==> src/rtl/shift_step_engine.sv <==
// Sequential 2-bit-per-cycle left shifter behind a valid/ready handshake.
// Define SHIFT_STEP_OVF_EN to add the sticky shifted-out-bits flag (io_out_overflow).
module shift_step_engine (
    input  logic        clock,
    input  logic        reset,
    input  logic        io_in_valid,
    output logic        io_in_ready,
    input  logic [31:0] io_in_bits,
    input  logic [3:0]  io_in_steps,
    output logic        io_out_valid,
    input  logic        io_out_ready,
    output logic [31:0] io_out_bits,
`ifdef SHIFT_STEP_OVF_EN
    output logic        io_out_overflow,
`endif
    output logic        io_busy
);

    localparam int DATA_W = 32;
    localparam int CNT_W  = 4;

    typedef enum logic [1:0] {
        IDLE  = 2'd0,
        SHIFT = 2'd1,
        DONE  = 2'd2
    } state_t;

    state_t             state;
    state_t             state_next;
    logic [DATA_W-1:0]  data;
    logic [CNT_W-1:0]   cnt;
    logic               accept;

    function automatic logic [DATA_W-1:0] shift_step(input logic [DATA_W-1:0] d);
        return {d[DATA_W-3:0], 2'b00};
    endfunction

    function automatic logic spill(input logic [DATA_W-1:0] d);
        return d[DATA_W-1:DATA_W-2] != 2'b00;
    endfunction

    assign accept      = (state == IDLE) && io_in_valid;
    assign io_out_bits = data;

    always_ff @(posedge clock or posedge reset) begin
        if (reset) begin
            state <= IDLE;
        end else begin
            state <= state_next;
        end
    end

    // Handshake outputs decode straight from state so reset drops them without a clock edge
    always_comb begin
        state_next   = state;
        io_in_ready  = 1'b0;
        io_out_valid = 1'b0;
        io_busy      = 1'b0;
        case (state)
            IDLE: begin
                io_in_ready = 1'b1;
                if (io_in_valid) begin
                    state_next = (io_in_steps == '0) ? DONE : SHIFT;
                end
            end
            SHIFT: begin
                io_busy = 1'b1;
                if (cnt == CNT_W'(1)) begin
                    state_next = DONE;
                end
            end
            DONE: begin
                io_busy      = 1'b1;
                io_out_valid = 1'b1;
                if (io_out_ready) begin
                    state_next = IDLE;
                end
            end
            default: begin
                state_next = IDLE;
            end
        endcase
    end

    always_ff @(posedge clock or posedge reset) begin
        if (reset) begin
            data <= '0;
            cnt  <= '0;
        end else if (accept) begin
            data <= io_in_bits;
            cnt  <= io_in_steps;
        end else if (state == SHIFT) begin
            data <= shift_step(data);
            cnt  <= cnt - CNT_W'(1);
        end
    end

`ifdef SHIFT_STEP_OVF_EN
    logic ovf;

    // Sticky across the SHIFT phase, cleared only when a new word is taken
    always_ff @(posedge clock or posedge reset) begin
        if (reset) begin
            ovf <= 1'b0;
        end else if (accept) begin
            ovf <= 1'b0;
        end else if (state == SHIFT) begin
            ovf <= ovf | spill(data);
        end
    end

    assign io_out_overflow = ovf;
`endif

endmodule

==> config.mk <==
export PLATFORM = sky130hd
export DESIGN_NAME = shift_step_engine
export DESIGN_NICKNAME = d
export VERILOG_FILES = /design/src/rtl/shift_step_engine.sv
export SDC_FILE = /design/constraint.sdc
export NUM_CORES = 1
export LEC_CHECK = 0
export ABC_AREA = 1
export BUFFER_PORTS_ARGS = -buffer_cell sky130_fd_sc_hd__buf_2
export CELL_PAD_IN_SITES_DETAIL_PLACEMENT = 2
export CELL_PAD_IN_SITES_GLOBAL_PLACEMENT = 2
export CORE_MARGIN = 1.5
export CORE_UTILIZATION = 28
export CTS_BUF_LIST = sky130_fd_sc_hd__clkbuf_8 sky130_fd_sc_hd__clkbuf_16
export DETAILED_ROUTE_END_ITERATION = 6
export GPL_TIMING_DRIVEN = 0
export PLACE_DENSITY = 0.83
export SYNTH_ARGS = -nofsm -noshare
export SYNTH_HDL_FRONTEND = slang
export SYNTH_SLANG_ARGS = --single-unit
export TNS_END_PERCENT = 30
==> constraint.sdc <==
create_clock -name clock -period 2.5 [get_ports clock]
set_input_delay 0.25 -clock clock [delete_from_list [all_inputs] [get_ports clock]]
set_output_delay 0.25 -clock clock [all_outputs]
set_load 0.05 [all_outputs]
# Word level (Yosys, flattened, before mapping)
# Index checks and enable logic that the tools add are counted.
[totals] ff_bits=38 out_inout_bits=35 wordCells=28
[classes] n_addsub=1 n_eq_ne=6 mux=12 reduce_logical=6
[op_table] operator="2-to-1 mux 32 bit" n=2
[op_table] operator="2-to-1 mux 2 bit" n=4
[op_table] operator="2-to-1 mux 4 bit" n=2
[op_table] operator="inequality test 2 bit (second input constant)" n=3
[op_table] operator="one-hot mux 2 bit (3 select lines)" n=1
[op_table] operator="== test 4 x 1 -> 1 bit (second input constant)" n=1
[op_table] operator="zero test 4 bit" n=1
[op_table] operator="subtractor 4 x 1 -> 4 bit (second input constant)" n=1
[op_table] operator="2-to-1 mux 1 bit" n=3
[op_table] operator="AND reduction 3 bit" n=1
[op_table] operator="== test 2 x 1 -> 1 bit (second input constant)" n=1
[op_table] operator="== test 2 bit (second input constant)" n=1
[op_table] operator="zero test 2 bit" n=1
[op_table] operator="nonzero test 2 bit" n=1
[op_table] operator="OR reduction 2 bit" n=1
[op_table] operator="logical AND 1 bit" n=1

# Depth between registers and ports, before layout
[logic_depth] word_depth=4 ltp_mapped=9

# Least setup slack after synthesis
# No wires, ideal clock.
[synth_timing] path_kind="reg-to-reg" startpoint="register state[0]" endpoint="register data[10] (netlist: io_out_bits[10])" setup_ns=0.126 arrival_ns=1.694 required_time_ns=2.374 path_slack_ns=0.680 stages_incl_launch_ff=10 n_path_buf=2 path_cell_list="dfrtp_1 > inv_1 > ha_1 > nand2_2 > nand2_4 > inv_2 > buf_6 > buf_6 > nand2_1 > nand3_1"
[synth_via] elab_chain_cells=3 elab_cells_between_ends=5
[synth_rtl] element="from (decl)" line="28" source="state_t state;"
[synth_rtl] element="from (signal assigned)" line="49" source="state <= state_next;"
[synth_rtl] element="zero test 2 bit" line="42" source="assign accept = (state == IDLE) && io_in_valid;"
[synth_rtl] element="logical AND 1 bit" line="42"
[synth_rtl] element="2-to-1 mux 32 bit or nonzero test 2 bit (tied branches)"
[synth_rtl] element="to (signal assigned)" line="90" source="data <= io_in_bits;"
[synth_rtl] element="to (signal assigned)" line="93" source="data <= shift_step(data);"
[synth_rtl] element="to (decl)" line="30" source="logic [DATA_W-1:0] data;"
# Several ways; a longest one is shown, not always the timed one.
# A chain may end at the register's enable or synchronous reset.

# Worst setup path in the final report
[layout_timing] startpoint="register state[1]" endpoint="register data[31] (netlist: io_out_bits[31])"
# The elaborated chain is that of the path after synthesis.

==> reports/metrics.yaml <==
logic_synthesis:
  yosysTopAreaCellShare_pct: 51.7
  synth_nets: 270
  synth-seq-area-share_pct: 51.7
  synth_largest_area_cell: "dfrtp_1"
  synth_compound_area_share_pct: 6.12
  synth_xor_area_share_pct: 0.476
  yosysMostFrequentCell: "nand2_1"
  yosys.area_share.adder_pct: 3.40
  yosysWarnings: 0
  avgSynthCellArea_sq_um: 8.17
  syn_inst: 225
  yosys.area_share.simple_pct: 30.7
  synth-edff-count: 0
  synth_ff_type: "dfrtp_1"
  async_flop_share_pct: 100
  syn_area_sq_um: 1840
  muxShareOfSynthArea_pct: 0
  synth_seq_cells: 38
  ys_top_cells_by_area: "dfrtp_1, nand2_1, nand3_1"
  yosysUniqueCellTypes: 18
  yosys-top-cells-count: "nand2_1, dfrtp_1, nand3_1, inv_1, o211ai_1"
  synth_top_family_by_area: "simple AND/OR/NAND/NOR gates"
setup_path:
  rrSetupSlack_ps: 870
  cp-start-kind: "flop"
  end_kind: "flop"
  crit_path_frequent_cell: "nand2_2"
  critPathMaxStageDelay_ps: 420
  r2r_end: "io_out_bits[31]"
  crit_path_start: "state[1]"
  reg2reg_from: "state[1]"
  cp_slowest_cell: "dfrtp_1"
  path_cells: "inv_1 -> ha_1 -> nand2_2 -> nand2_2 -> inv_2 -> buf_6 -> nand2_1 -> nand3_1"
  reg2reg_depth: 8
  cp.required_ps: 2670
  path_max_fanout: 10
  crit_type: "flop to flop"
  cp.buffers_inverters: 3
  cpLargestDelayFamily: "simple AND/OR/NAND/NOR gates"
  arrival_ps: 1810
power:
  switchingPower_w: 0.00221
  combPwrFrac_pct: 58.4
  sw_frac_of_total_pct: 54.7
  p_per_area_nw_per_um2: 1670
  seq_power_share_pct: 28.1
  power_leakage_nw: 1.33
  clkPwrFrac_pct: 13.5
  p_int_w: 0.00183
  vdd_drop_max_mv: 0.619
  power.total_w: 0.00404
die:
  initial_core_util_pct: 29.0
  rows: 29
  coreArea_sq_um: 6350
  dieArea_sq_um: 7060
  die_h_microns: 84.1
  die_w_microns: 84.1
  pin_count: 75
sta:
  worst_pin_slew_ps: 846
  finalCritPeriodShare_pct: 65.4
  worst_slack_ps: 865
  finalHoldViolations: 0
  finalSetupViolations: 0
  slew-limit-headroom_pct: 43.6
  rsz0062_at_grt: "false"
  period_needed_ps: 1630
  final_max_slew_viol_count: 0
  max_freq_mhz: 612
  skew_ps: 7.22
  tns_ps: 0
  fin_hold_ws_ps: 116
layout:
  fillers: 779
  antenna_cells: 0
  layout-drive-gt1-share_pct: 31.7
  area_growth_pct: 31.5
  final_util_pct: 38.1
  num-nets-final: 351
flow_run:
  cap_violations: 0
grt:
  antenna_found_initial: 0
  grt_usage_pct: 18.3
  grt_max_degree: 39
  first_global_vias: 2039
  overflow: 0
  grt_pass1_wl_microns: 10100
route:
  drc: 0
  drtIter0Drc: 63
  met2_wirelength_microns: 2940
  wl_met1_microns: 2690
  top_layer: "met4"
  ant_nets: 0
  route.met3.wl_microns: 304
  drtPass1Iterations: 4
  drt-total-wl_microns: 6000
  num_vias: 1819
  drt-wirelength-per-cell_microns: 15.7
  viasPerCell: 4.75
clock_network:
  cts_tree: "yes"
  cts_inserted_buffers: 5
  ctsHoldBuffers: 0
  cts_resized: 0
  worstSkewPairLatency_ps: 290
  h-tree-depth: 2
  clock_path_buffers: 2
  clockRootBuffer: "clkbuf_8"
  post_cts_buffers: 0
  cts_sinks: 38
  path_clk_slew_ps: 80
worst_hold_path:
  holdCritPathClass: "primary input to asynchronous set/reset pin"
place:
  post-place-ws_ps: 862
  dp_hpwl_microns: 4590
  portBuffers: 74
  gp_congestion: 0.763
status:
  status: "finished clean"
==> worst max path at each step <==
| stage | to | slack [ps] | cells past startpoint |
|---|---|---|---|
| 2_1_floorplan | io_out_bits[10] | 680 | 9 |
| 3_3_place_gp | io_out_bits[23] | 720 | 2 |
| 3_5_place_dp | io_out_bits[20] | 860 | 8 |
| 4_1_cts | io_out_bits[31] | 820 | 8 |
| 5_1_grt | io_out_bits[4] | 720 | 8 |
| 6_report | io_out_bits[31] | 870 | 8 |
==> area by class of cell <==
class	count	area, sq um	area share [%]
plain buffers	8	65.1	2.69
clock inverters	1	30.0	1.24
clock buffers	6	82.6	3.41
repair buffers	74	370	15.3
well taps	77	96.3	3.98
inverters	20	75.1	3.10
multi-input cells	159	748	30.9
flip-flops and latches	38	951	39.3
==> logic make-up (layout without fill, tap and decap cells) <==
logic type,after synthesis,in the layout
adder cells (fa/ha/maj),5,5
flip-flops,38,38
AND/OR/NAND/NOR,137,137
AO/OA/AOI/OAI,16,16
XOR/XNOR,1,1
buffers and inverters,28,109
==> sequential cells by signal (all words and copies together), names as in the netlist <==
name	cells
io_out_bits	32
cnt	4
state	2
==> cells in the final DEF, fill, tap and decap left out, types with 5 or more instances in the layout <==
master,n
nand2_1,101
ha_1,5
inv_1,15
o211ai_1,9
nand3_1,28
dfrtp_1,38
clkbuf_8,6
buf_2,78
inv_2,5
==> worst register-to-register path: stages (launching register included) <==
cell,delay [ps]
dfrtp_1,420
inv_1,90
ha_1,250
nand2_2,150
nand2_2,170
inv_2,140
buf_6,170
nand2_1,70
nand3_1,80
==> per-layer routing <==
layer / global-route usage, % / up-vias
met5: 0 / -
met4: 4.47 / 0
met3: 4.25 / 6
met2: 32.4 / 57
met1: 22.3 / 885
li1: - / 871
==> power by group through the flow <==
| stage | Sequential, W | Combinational, W | Clock [W] |
|---|---|---|---|
| after floorplan | 0.00193 | 0.000967 | 0 |
| after global routing | 0.00118 | 0.00255 | 0.000589 |
| after global placement | 0.00113 | 0.00233 | 0 |
| after CTS | 0.00114 | 0.00240 | 0.000562 |
| final | 0.00114 | 0.00236 | 0.000544 |
| after detailed placement | 0.00115 | 0.00239 | 0 |
==> metrics by stage <==
stage	cell area (sq um)	std cells
finish	2420	383
global route	2420	383
CTS	2420	383
detailed placement	2310	376
global placement	2310	376
floorplan	1840	225
Note: power is estimated with default switching activity, not from simulation.
